===== config.mk =====
export PLATFORM = sky130hd
export DESIGN_NAME = axis_uart_tx_sched
export DESIGN_NICKNAME = d
export VERILOG_FILES = /design/src/rtl/axis_uart_pkg.sv /design/src/rtl/axis_uart_rr_arb.sv /design/src/rtl/axis_uart_tx_sched.sv
export SDC_FILE = /design/constraint.sdc
export NUM_CORES = 1
export LEC_CHECK = 0
export CORE_MARGIN = 3
export CORE_UTILIZATION = 25
export CTS_BUF_LIST = sky130_fd_sc_hd__clkbuf_4 sky130_fd_sc_hd__clkbuf_8
export DETAILED_ROUTE_END_ITERATION = 10
export GPL_ROUTABILITY_DRIVEN = 0
export GPL_TIMING_DRIVEN = 0
export SETUP_SLACK_MARGIN = 0.15
export SLEW_MARGIN = 25
export SYNTH_ARGS = -nofsm -noshare
export SYNTH_HDL_FRONTEND = slang
export SYNTH_SLANG_ARGS = --single-unit

===== constraint.sdc =====
create_clock -name clk_i -period 3.8 [get_ports clk_i]
set_input_delay 0.57 -clock clk_i [delete_from_list [all_inputs] [get_ports clk_i]]
set_output_delay 0.57 -clock clk_i [all_outputs]
set_load 0.01 [all_outputs]

===== src/rtl/axis_uart_pkg.sv =====
// Shared types and constants for the UART TX AXI-Stream scheduler.
package axis_uart_pkg;

  typedef enum logic [1:0] {
    ARB_IDLE = 2'd0,
    ARB_HDR  = 2'd1,
    ARB_DATA = 2'd2
  } uart_arb_state_e;

  localparam int UART_HDR_TAG_WIDTH = 4;
  localparam int UART_BYTE_WIDTH    = 8;

  // Index width that stays legal for a single requester.
  function automatic int idx_width(input int n);
    return (n > 1) ? $clog2(n) : 1;
  endfunction

endpackage


===== src/rtl/axis_uart_rr_arb.sv =====
// Combinational round-robin pick: first requester at or after i_rr_ptr, wrapping.
module axis_uart_rr_arb
  import axis_uart_pkg::*;
#(
  parameter int NUM_SRC = 4,
  parameter int IDX_W   = idx_width(NUM_SRC)
) (
  input  logic [NUM_SRC-1:0] i_req,
  input  logic [IDX_W-1:0]   i_rr_ptr,
  output logic [IDX_W-1:0]   o_gnt_idx,
  output logic               o_gnt_any
);

  logic [IDX_W:0]   w_sum;
  logic [IDX_W-1:0] w_cand;

  always_comb begin
    o_gnt_any = 1'b0;
    o_gnt_idx = '0;
    w_sum     = '0;
    w_cand    = '0;
    for (int k = 0; k < NUM_SRC; k++) begin
      w_sum = {1'b0, i_rr_ptr} + (IDX_W+1)'(k);
      if (w_sum >= (IDX_W+1)'(NUM_SRC)) begin
        w_sum = w_sum - (IDX_W+1)'(NUM_SRC);
      end
      w_cand = w_sum[IDX_W-1:0];
      if (!o_gnt_any && i_req[w_cand]) begin
        o_gnt_any = 1'b1;
        o_gnt_idx = w_cand;
      end
    end
  end

endmodule


===== src/rtl/axis_uart_tx_sched.sv =====
// Packet-granular round-robin scheduler sharing one UART TX byte sink among NUM_SRC sources,
// with an optional {HDR_TAG, src_idx} header byte ahead of each grant.
module axis_uart_tx_sched
  import axis_uart_pkg::*;
#(
  parameter int                                NUM_SRC     = 4,
  parameter bit                                HEADER_EN   = 1'b1,
  parameter logic [UART_HDR_TAG_WIDTH-1:0]     HDR_TAG     = 4'hA,
  parameter int                                MAX_PKT_LEN = 256
) (
  input  logic                   clk_i,
  input  logic                   rst_i,
  input  logic [NUM_SRC*8-1:0]   s_axis_tdata_i,
  input  logic [NUM_SRC-1:0]     s_axis_tvalid_i,
  input  logic [NUM_SRC-1:0]     s_axis_tlast_i,
  output logic [NUM_SRC-1:0]     s_axis_tready_o,
  output logic [7:0]             m_axis_tdata_o,
  output logic                   m_axis_tvalid_o,
  input  logic                   m_axis_tready_i,
  output logic [NUM_SRC-1:0]     grant_o,
  output logic                   busy_o,
  output logic [1:0]             state_o
);

  // Handshake: a byte moves on any cycle where valid and ready are both high; once
  // valid is raised the sender holds data stable until that cycle.

  localparam int IDX_W = idx_width(NUM_SRC);
  localparam int CNT_W = $clog2(MAX_PKT_LEN + 1);

  uart_arb_state_e  r_state, w_state_nxt;
  logic [IDX_W-1:0] r_idx, r_rr_ptr;
  logic [CNT_W-1:0] r_byte_cnt;

  logic [IDX_W-1:0] w_gnt_idx;
  logic             w_gnt_any;
  logic [7:0]       w_src_data;
  logic             w_src_valid;
  logic             w_src_last;
  logic             w_accept;
  logic             w_release;

  axis_uart_rr_arb #(
    .NUM_SRC (NUM_SRC),
    .IDX_W   (IDX_W)
  ) u_rr_arb (
    .i_req     (s_axis_tvalid_i),
    .i_rr_ptr  (r_rr_ptr),
    .o_gnt_idx (w_gnt_idx),
    .o_gnt_any (w_gnt_any)
  );

  assign w_src_data  = s_axis_tdata_i[{r_idx, 3'b000} +: 8];
  assign w_src_valid = s_axis_tvalid_i[r_idx];
  assign w_src_last  = s_axis_tlast_i[r_idx];

  assign busy_o  = (r_state != ARB_IDLE);
  assign grant_o = busy_o ? (NUM_SRC'(1) << r_idx) : '0;
  assign state_o = r_state;

  always_comb begin
    w_state_nxt     = r_state;
    m_axis_tvalid_o = 1'b0;
    m_axis_tdata_o  = '0;
    s_axis_tready_o = '0;
    w_accept        = 1'b0;
    w_release       = 1'b0;
    case (r_state)
      ARB_IDLE: begin
        if (w_gnt_any) w_state_nxt = HEADER_EN ? ARB_HDR : ARB_DATA;
      end
      ARB_HDR: begin
        m_axis_tvalid_o = 1'b1;
        m_axis_tdata_o  = {HDR_TAG, 4'(r_idx)};
        if (m_axis_tready_i) w_state_nxt = ARB_DATA;
      end
      ARB_DATA: begin
        m_axis_tvalid_o        = w_src_valid;
        m_axis_tdata_o         = w_src_data;
        s_axis_tready_o[r_idx] = m_axis_tready_i;
        w_accept               = w_src_valid && m_axis_tready_i;
        // Release on end of packet or when the payload budget is used up.
        w_release = w_accept &&
                    (w_src_last || (r_byte_cnt == CNT_W'(MAX_PKT_LEN - 1)));
        if (w_release) w_state_nxt = ARB_IDLE;
      end
      default: w_state_nxt = ARB_IDLE;
    endcase
  end

  always_ff @(posedge clk_i) begin
    if (rst_i) begin
      r_state    <= ARB_IDLE;
      r_idx      <= '0;
      r_rr_ptr   <= '0;
      r_byte_cnt <= '0;
    end else begin
      r_state <= w_state_nxt;
      if (r_state == ARB_IDLE && w_gnt_any) r_idx <= w_gnt_idx;
      if (w_release) begin
        r_byte_cnt <= '0;
        r_rr_ptr   <= (r_idx == IDX_W'(NUM_SRC - 1)) ? '0 : r_idx + 1'b1;
      end else if (w_accept) begin
        r_byte_cnt <= r_byte_cnt + 1'b1;
      end
    end
  end

endmodule

# Word level (Yosys, flattened, before mapping)
# Cells that the tools add are included.
[classes]
add_sub_neg = 9
n_lt_le_gt_ge = 10
eq_ne = 7
shifts = 2
n_mux = 37
bitwise_logic = 1
reduce_logical = 15
[ops]
columns = ["operator", "n"]
rows = [
  ["32-bit by 6-bit indexed part select with 8-bit output", 1],
  ["2-bit two-way mux", 12],
  ["8-bit case mux with 2 select lines", 1],
  ["2-bit by 3-bit < comparator with 1-bit output (second input constant)", 5],
  ["1-bit two-way mux", 13],
  ["1-bit binary-select mux with 2-bit select", 6],
  ["9-bit by 1-bit adder with 9-bit output (second input constant)", 1],
  ["9-bit by 8-bit equality test with 1-bit output (second input constant)", 1],
  ["3-bit greater-or-equal comparator (second input constant)", 3],
  ["4-bit two-way mux", 2],
  ["2-bit by 1-bit subtractor with 2-bit output (second input constant)", 4],
  ["1-bit logical AND", 7],
  ["2-bit by 2-bit adder with 3-bit output (second input constant)", 2],
  ["2-bit inequality test (second input constant)", 3],
  ["2-bit case mux with 3 select lines", 1],
  ["4-bit bitwise AND", 1],
  ["2-bit equality test (second input constant)", 2],
  ["1-bit by 2-bit << shifter with 4-bit output (first input constant)", 1],
  ["2-bit by 1-bit adder with 3-bit output (second input constant)", 1],
  ["2-bit by 3-bit greater-or-equal comparator with 1-bit output (second input constant)", 1],
  ["1-bit zero test", 3],
  ["3-bit AND reduction", 1],
  ["2-bit by 1-bit adder with 2-bit output (second input constant)", 1],
  ["1-bit demux with 2-bit select", 1],
  ["other kinds (7)", 7],
]
[totals]
ff_bits = 15
inputBits = 43
output_inout_bits = 20
wordCells = 85

# Logic depth before layout (Yosys ltp)
# Gate-level depths: netlist (run 1).
[depth]
ltp_word = 16
ltp_mapped = 8
ltp_nobuf = 8

# Cells and area by module
# A second synthesis (run 1) with hierarchy kept.
[unflattened]
hier_cells = 155
hier_area_um2 = 1341.3
[by_module_without_submodules]
columns = ["module", "n_inst", "cells_per_inst", "area_each_um2", "seq_area_each_um2"]
rows = [
  ["axis_uart_tx_sched", 1, 140, 1263.7, 300.3],
  ["axis_uart_rr_arb", 1, 15, 77.6, 0.0],
]

# Worst setup path before layout (run 1)
# No wires, ideal clock.
[synth_path]
path_kind = "reg2out"
startpoint = "register r_idx[1]"
endpoint = "output m_axis_tdata_o[0]"
arrival_time_ns = 1.460
required_ns = 3.230
path_slack_ns = 1.770
path_stages_with_launch = 6
path_buffers = 1
cell_sequence = "dfxtp_1 > buf_1 > mux2_2 > a21oi_1 > o22ai_1 > and2_1"
[synth_via]
elab_chain_len = 2
[synth_lines]
columns = ["element", "line_no", "source"]
rows = [
  ["start: declaration", "axis_uart_tx_sched.sv:32", "logic [IDX_W-1:0] r_idx, r_rr_ptr;"],
  ["start signal: assignment", "axis_uart_tx_sched.sv:99", "if (r_state == ARB_IDLE && w_gnt_any) r_idx <= w_gnt_idx;"],
  ["32-bit by 6-bit indexed part select with 8-bit output", "axis_uart_tx_sched.sv:53", "assign w_src_data = s_axis_tdata_i[{r_idx, 3'b000} +: 8];"],
  ["8-bit case mux with 2 select lines", "axis_uart_tx_sched.sv:68", "case (r_state)"],
  ["end: declaration", "axis_uart_tx_sched.sv:17", "output logic [7:0] m_axis_tdata_o,"],
]
# No other way between the ends.

# Final worst setup path (run 1)
[layout_path]
startpoint = "input s_axis_tvalid_i[2]"
endpoint = "output m_axis_tvalid_o"
[layout_via]
elab_chain_len = 3
[layout_lines]
columns = ["element", "line_no", "source"]
rows = [
  ["start: declaration", "axis_uart_tx_sched.sv:14", "input logic [NUM_SRC-1:0] s_axis_tvalid_i,"],
  ["1-bit binary-select mux with 2-bit select", "axis_uart_tx_sched.sv:54", "assign w_src_valid = s_axis_tvalid_i[r_idx];"],
  ["1-bit two-way mux (implied by the code)", "axis_uart_tx_sched.sv:54", ""],
  ["1-bit case mux with 2 select lines", "axis_uart_tx_sched.sv:68", ""],
  ["end: declaration", "axis_uart_tx_sched.sv:18", "output logic m_axis_tvalid_o,"],
]
# No other way between the ends. The select of a mux whose other input is x is not followed.

==> metrics, run 1 <==
outcome=complete, no violations; drt first-iter violations=48; nets in the synthesized netlist=207; maximum fanout encountered on the critical timing path=10; post-synthesis register bit count=15; number of nets still failing antenna checks after routing=0; startpoint class of the critical path=input pin; post-synthesis instance total=around 150; area of the mapped netlist=approximately 1400 sq um; Net Sw Frac=37.62%; arrival time worst endpoint=around 2.5 ns; transition time at the pin with the least slew margin=0.6374 ns; most common cell after layout, fill and taps aside=clkdlybuf4s50_1; Switch Pwr=0.2924 mW; Power Density=approximately 370 nW/um^2; RSZ-0062 raised after global routing=false; post-CTS setup repair buffer count=0; area of the core=between 5000 and 6000 sq um; clock period minus final worst setup slack=3.016 ns; asr flop ratio synth=0%; die height=between 70 and 80 um; Clk pin slew, worst setup/hold paths=about 0.06 ns; clock latency of the later-clocked register in the worst-skew pair=0.25 ns; Int Power=a little under 0.5 mW; number of maximum-capacitance violations=0; wire length per cell after detailed routing=between 10 and 15 um; number of setup violations in the final report=0; net count reported at finish=273; total detailed-routing wirelength=3.922 mm; RR Startpoint=r_byte_cnt[0]; Pre-antenna DRT Iters=4; classification of the worst setup path=input pin to output port; combinational fraction of design power=between 50% and 60%; DR DRC count=0; buffer cell driving the clock tree root=clkbuf_8; Syn. warnings=0; Final Core Density=40.61%; remaining global-route overflow=0; leading cell types in the layout, fill and taps excluded=61 x clkdlybuf4s50_1, 15 x dfxtp_1, 14 x a21oi_1; via count of the routed design=approximately 1.4k; Initial Util=roughly a quarter; worst min path class=register to register; maximum buffer depth of the clock tree=2; Max Clock Freq=331.6 MHz; Syn Area/Cell=~8.8 sq um; I/O Pins=63; Period Utilization, post-route=between 70% and 80%; post-DR vias/cell=about 4.7; setup clock skew after layout=between 0.001 and 0.0015 ns; clock tree from TritonCTS=built; number of resized instances in the post-cts repair step=0; top flip-flop cell by instance count after synthesis=dfxtp_1; fraction of layout cells with a size suffix above 1=11.42%; post-DP HPWL=3.142 mm; leakage power of the design=0.8089 nW; final-report hold violation count=0; global-route wire length before repair=between 6 and 7 mm; post-synthesis to final-layout area growth=54.89%; overall fraction of global-route tracks in use=13.07%; setup slack after placement=approximately 0.8 ns; maximum ir drop on the vdd rail=approximately 0.00022 V; die width=roughly 80 um; sort of element at the end of the critical path=output port; part of the Yosys area used for sequential elements=between 20% and 30%; Data required, critical path=roughly 3.2 ns; number of cell rows=26; Inserted Clock Buffers=3; Slew HR=between 50% and 60%; Min-Delay Startpoint=r_byte_cnt[1]; post-cts hold buffer count=0; number of enable flip-flop cells after synthesis=0; number of port buffers=61; part of the total power dissipated in the clock network=between 10% and 20%; number of max-slew violations in the final report=0; Num Clock Sinks=15; portion of total power attributed to sequential cells=approximately 24%; total inserted antenna cells=0; vias in the first global route=roughly 1.4k; total negative slack for setup checks=0 ns; minimum setup slack in the final design=0.7844 ns; number of antenna violations at the first check in global routing=0; overall die area=6345 sq um; maximum number of pins on one net before global-route repair=11; Netlist cell types=40; depth of the CTS H-tree=1; timing startpoint of the critical path=s_axis_tvalid_i[2]
[Yosys cell counts (2+ instances only)]
master / n / area share [%]
nand2b_1: 6 / 2.8
buf_6: 2 / 1.7
mux4_2: 6 / 10
mux2i_1: 5 / 3.7
o221ai_1: 2 / 1.3
o22ai_1: 3 / 1.4
o21ai_0: 2 / 0.74
xor2_1: 6 / 3.9
ha_1: 10 / 9.2
nor2_1: 10 / 2.8
mux2_2: 4 / 3.3
and2_1: 5 / 2.3
inv_1: 10 / 2.8
a21oi_1: 14 / 5.2
nand3_1: 2 / 0.74
or4_1: 2 / 1.1
clkbuf_2: 2 / 0.74
nand4_1: 4 / 1.8
dfxtp_1: 15 / 22
nand2_1: 8 / 2.2
nor2b_1: 7 / 3.2
and3_1: 11 / 5.1
[through the flow]
step / cells / total power, mW / area, sq um / hold WS [ns]
floorplan: 154 / 0.4535 / 1356 / 0.4488
global placement: 285 / 0.6516 / 2054 / 0.4662
detailed placement: 285 / 0.6560 / 2054 / 0.4780
CTS: 289 / 0.7910 / 2101 / 0.4881
global route: 289 / 0.8438 / 2101 / 0.5076
finish: 289 / 0.7773 / 2101 / 0.4846
[logic make-up after synthesis]
group | share of synthesized area (%)
buf+inv | 7.287
xor+xnor | 4.520
flops | 22.14
simple gates | 26.11
mux | 18.91
compound gates | 11.81
fa+ha+maj | 9.225
[power groups by stage]
stage | Sequential (mW) | Clock [mW] | Combinational (mW)
after global placement | 0.191 | 0 | 0.461
after global routing | 0.190 | 0.144 | 0.510
after CTS | 0.188 | 0.135 | 0.468
after detailed placement | 0.190 | 0 | 0.466
after floorplan | 0.190 | 0 | 0.263
final | 0.187 | 0.132 | 0.458
[area by class of cell]
type	count	area (sq um)
multi-input combinational	121	957.2
inverter	10	37.54
clock inverter	1	5.005
clock buffer	3	41.29
fill	520	3072
timing repair buffer	61	610.6
sequential	15	300.3
tap	70	87.58
buffer	8	61.31
[flip-flops by register name, indices dropped and copies added (netlist names)]
register    count
r_byte_cnt      9
r_rr_ptr        2
state_o         2
r_idx           2
[layer usage]
metal,GRT usage (%),vias to the layer above,wire length (um)
li1,-,680,-
met1,16.90,637,1827
met2,22.37,31,1872
met3,2.032,7,156
met4,3.608,0,65
met5,0,-,0
[worst max-delay path, cell delays in order]
cell,delay (ns)
clkdlybuf4s50_1,0.52
mux4_2,0.51
buf_6,0.16
a21oi_1,0.14
nor2b_1,0.06
clkdlybuf4s50_1,0.48
[final timing paths]
path | slack (ns) | endpoint | depth (start not counted)
worst max-delay path | 0.78 | m_axis_tvalid_o | 6
worst min-delay path | 0.48 | r_byte_cnt[1] | 2
worst max register to register | 1.58 | r_byte_cnt[8] | 8
worst min register to register | 0.48 | r_byte_cnt[1] | 2
Power figures use the tool's default switching activity.
==> run 2: changes to the inputs <==
==> constraint.sdc (replaced) <==
create_clock -name clk_i -period 2.7 [get_ports clk_i]
set_input_delay 0.405 -clock clk_i [delete_from_list [all_inputs] [get_ports clk_i]]
set_output_delay 0.405 -clock clk_i [all_outputs]
set_load 0.01 [all_outputs]
==> run 2 against run 1 <==
- sequential power is 42% higher
- global-route usage about the same
- clock power up 40%
- non-clock buffer count did not move
- via count rose by 0.66%
- largest power group unchanged
==> metrics, run 2 (same netlist as run 1, synthesis figures left out) <==
wire length per cell after detailed routing=13.58 um; fraction of layout cells with a size suffix above 1=a little over an eighth; maximum ir drop on the vdd rail=0.0003070 V; post-DR vias/cell=about 4.7; worst min path class=input pin to register; number of setup violations in the final report=0; classification of the worst setup path=register to output port; leakage power of the design=between 0.8 and 0.9 nW; Pre-antenna DRT Iters=4; most common cell after layout, fill and taps aside=clkdlybuf4s50_1; Period Utilization, post-route=just over 90%; Max stage delay cell, worst path=mux4_2; number of max-slew violations in the final report=0; total inserted antenna cells=0; overall fraction of global-route tracks in use=roughly an eighth; startpoint class of the critical path=register; final-report hold violation count=0; buffer cell driving the clock tree root=clkbuf_8; net count reported at finish=about 270; total negative slack for setup checks=0 ns; number of cell rows=26; Initial Util=26.22%; number of maximum-capacitance violations=0; drt first-iter violations=50; maximum fanout encountered on the critical timing path=10; number of port buffers=61; Slew HR=between 50% and 60%; RSZ-0062 raised after global routing=false; arrival time worst endpoint=2.05 ns; Clk pin slew, worst setup/hold paths=around 0.06 ns; clock latency of the later-clocked register in the worst-skew pair=between 0.2 and 0.3 ns; number of antenna violations at the first check in global routing=0; Num Clock Sinks=15; Power, Total=1.092 mW; total detailed-routing wirelength=between 3 and 4 mm; Data required, critical path=between 2 and 2.5 ns; global-route wire length before repair=roughly 6.6 mm; flip-flop count of the largest register after layout=9; die height=about 80 um; worst hold path stage count=2; post-DP HPWL=3.142 mm; clock period minus final worst setup slack=2.452 ns; number of nets still failing antenna checks after routing=0; overall die area=6345 sq um; clock tree from TritonCTS=built; most flop-heavy register=r_byte_cnt; die width=between 70 and 80 um; post-CTS setup repair buffer count=0; Max Clock Freq=roughly 400 MHz; leading cell types in the layout, fill and taps excluded=53 x clkdlybuf4s50_1, 14 x a21oi_1, 13 x dfxtp_1; remaining global-route overflow=0; via count of the routed design=~1.4k; maximum buffer depth of the clock tree=2; ordered cell list for the critical path=buf_6 > buf_8 > mux4_2 > and3_1 > clkdlybuf4s50_1; setup clock skew after layout=~0.0018 ns; Inserted Clock Buffers=3; maximum number of pins on one net before global-route repair=11; post-synthesis to final-layout area growth=55.63%; Final Core Density=approximately 41%; Slowest Stage Delay on Critical Path=about 0.49 ns; worst r2r path cells=8; depth of the CTS H-tree=1; post-cts hold buffer count=0; area of the core=5172 sq um; vias in the first global route=~1.4k; transition time at the pin with the least slew margin=roughly 0.64 ns; number of inserted filler cells in the final layout=around 520; Power Density=517.2 nW/um^2; outcome=complete, no violations; sort of element at the end of the critical path=output port; I/O Pins=63; DR DRC count=0
[run 2: report_power, final]
group | leakage [nW] | internal [mW] | switching [mW]
Sequential | 0.122 | 0.242 | 0.0225
Combinational | 0.733 | 0.336 | 0.305
Clock | 0.0255 | 0.102 | 0.0830
[run 2: per-layer routing]
| layer | routed length, um | global-route usage (%) |
|---|---|---|
| met2 | 1893 | 22.37 |
| met1 | 1840 | 16.83 |
| met5 | 0 | 0 |
| met4 | 59 | 3.608 |
| met3 | 131 | 2.032 |
[run 2: cell type report]
cell class	instances	area [sq um]	share of cell area, %
Buffer	8	67.56	3.201
Inverter	10	37.54	1.778
Clock inverter	1	5.005	0.2371
Sequential cell	15	302.8	14.35
Multi-Input combinational cell	121	957.2	45.35
Timing Repair Buffer	61	611.8	28.99
Clock buffer	3	41.29	1.956
Tap cell	70	87.58	4.149
[run 2: final timing paths]
| path | from | endpoint | slack, ns |
|---|---|---|---|
| setup / recovery | r_idx[0] | m_axis_tdata_o[6] | 0.25 |
| hold / removal | rst_i | r_idx[1] | 0.40 |
| setup reg to reg | r_byte_cnt[0] | r_byte_cnt[8] | 0.49 |
| hold reg to reg | r_byte_cnt[1] | r_byte_cnt[1] | 0.48 |
[run 2: worst max-delay path: cells and delay by family, from the launching register on]
| family | cells | cell delay, ns |
|---|---|---|
| buf+inv | 3 | 0.76 |
| flops | 1 | 0.35 |
| simple gates | 1 | 0.19 |
| mux | 1 | 0.49 |
[run 2: metrics by stage]
step	hold WS (ns)	setup WS (ns)	instances	instance area (sq um)
floorplan	0.4488	0.7178	154	1356
global placement	0.4662	0.01516	285	2054
detailed placement	0.4780	0.01678	285	2054
CTS	0.4011	0.1537	289	2101
global route	0.4195	0.1612	289	2111
finish	0.3978	0.2481	289	2111
[run 2: repair_timing]
action	in CTS	in global routing
pin swaps	0	0
cloned	0	0
resized for setup	9	6
endpoints found under the setup margin	15	7
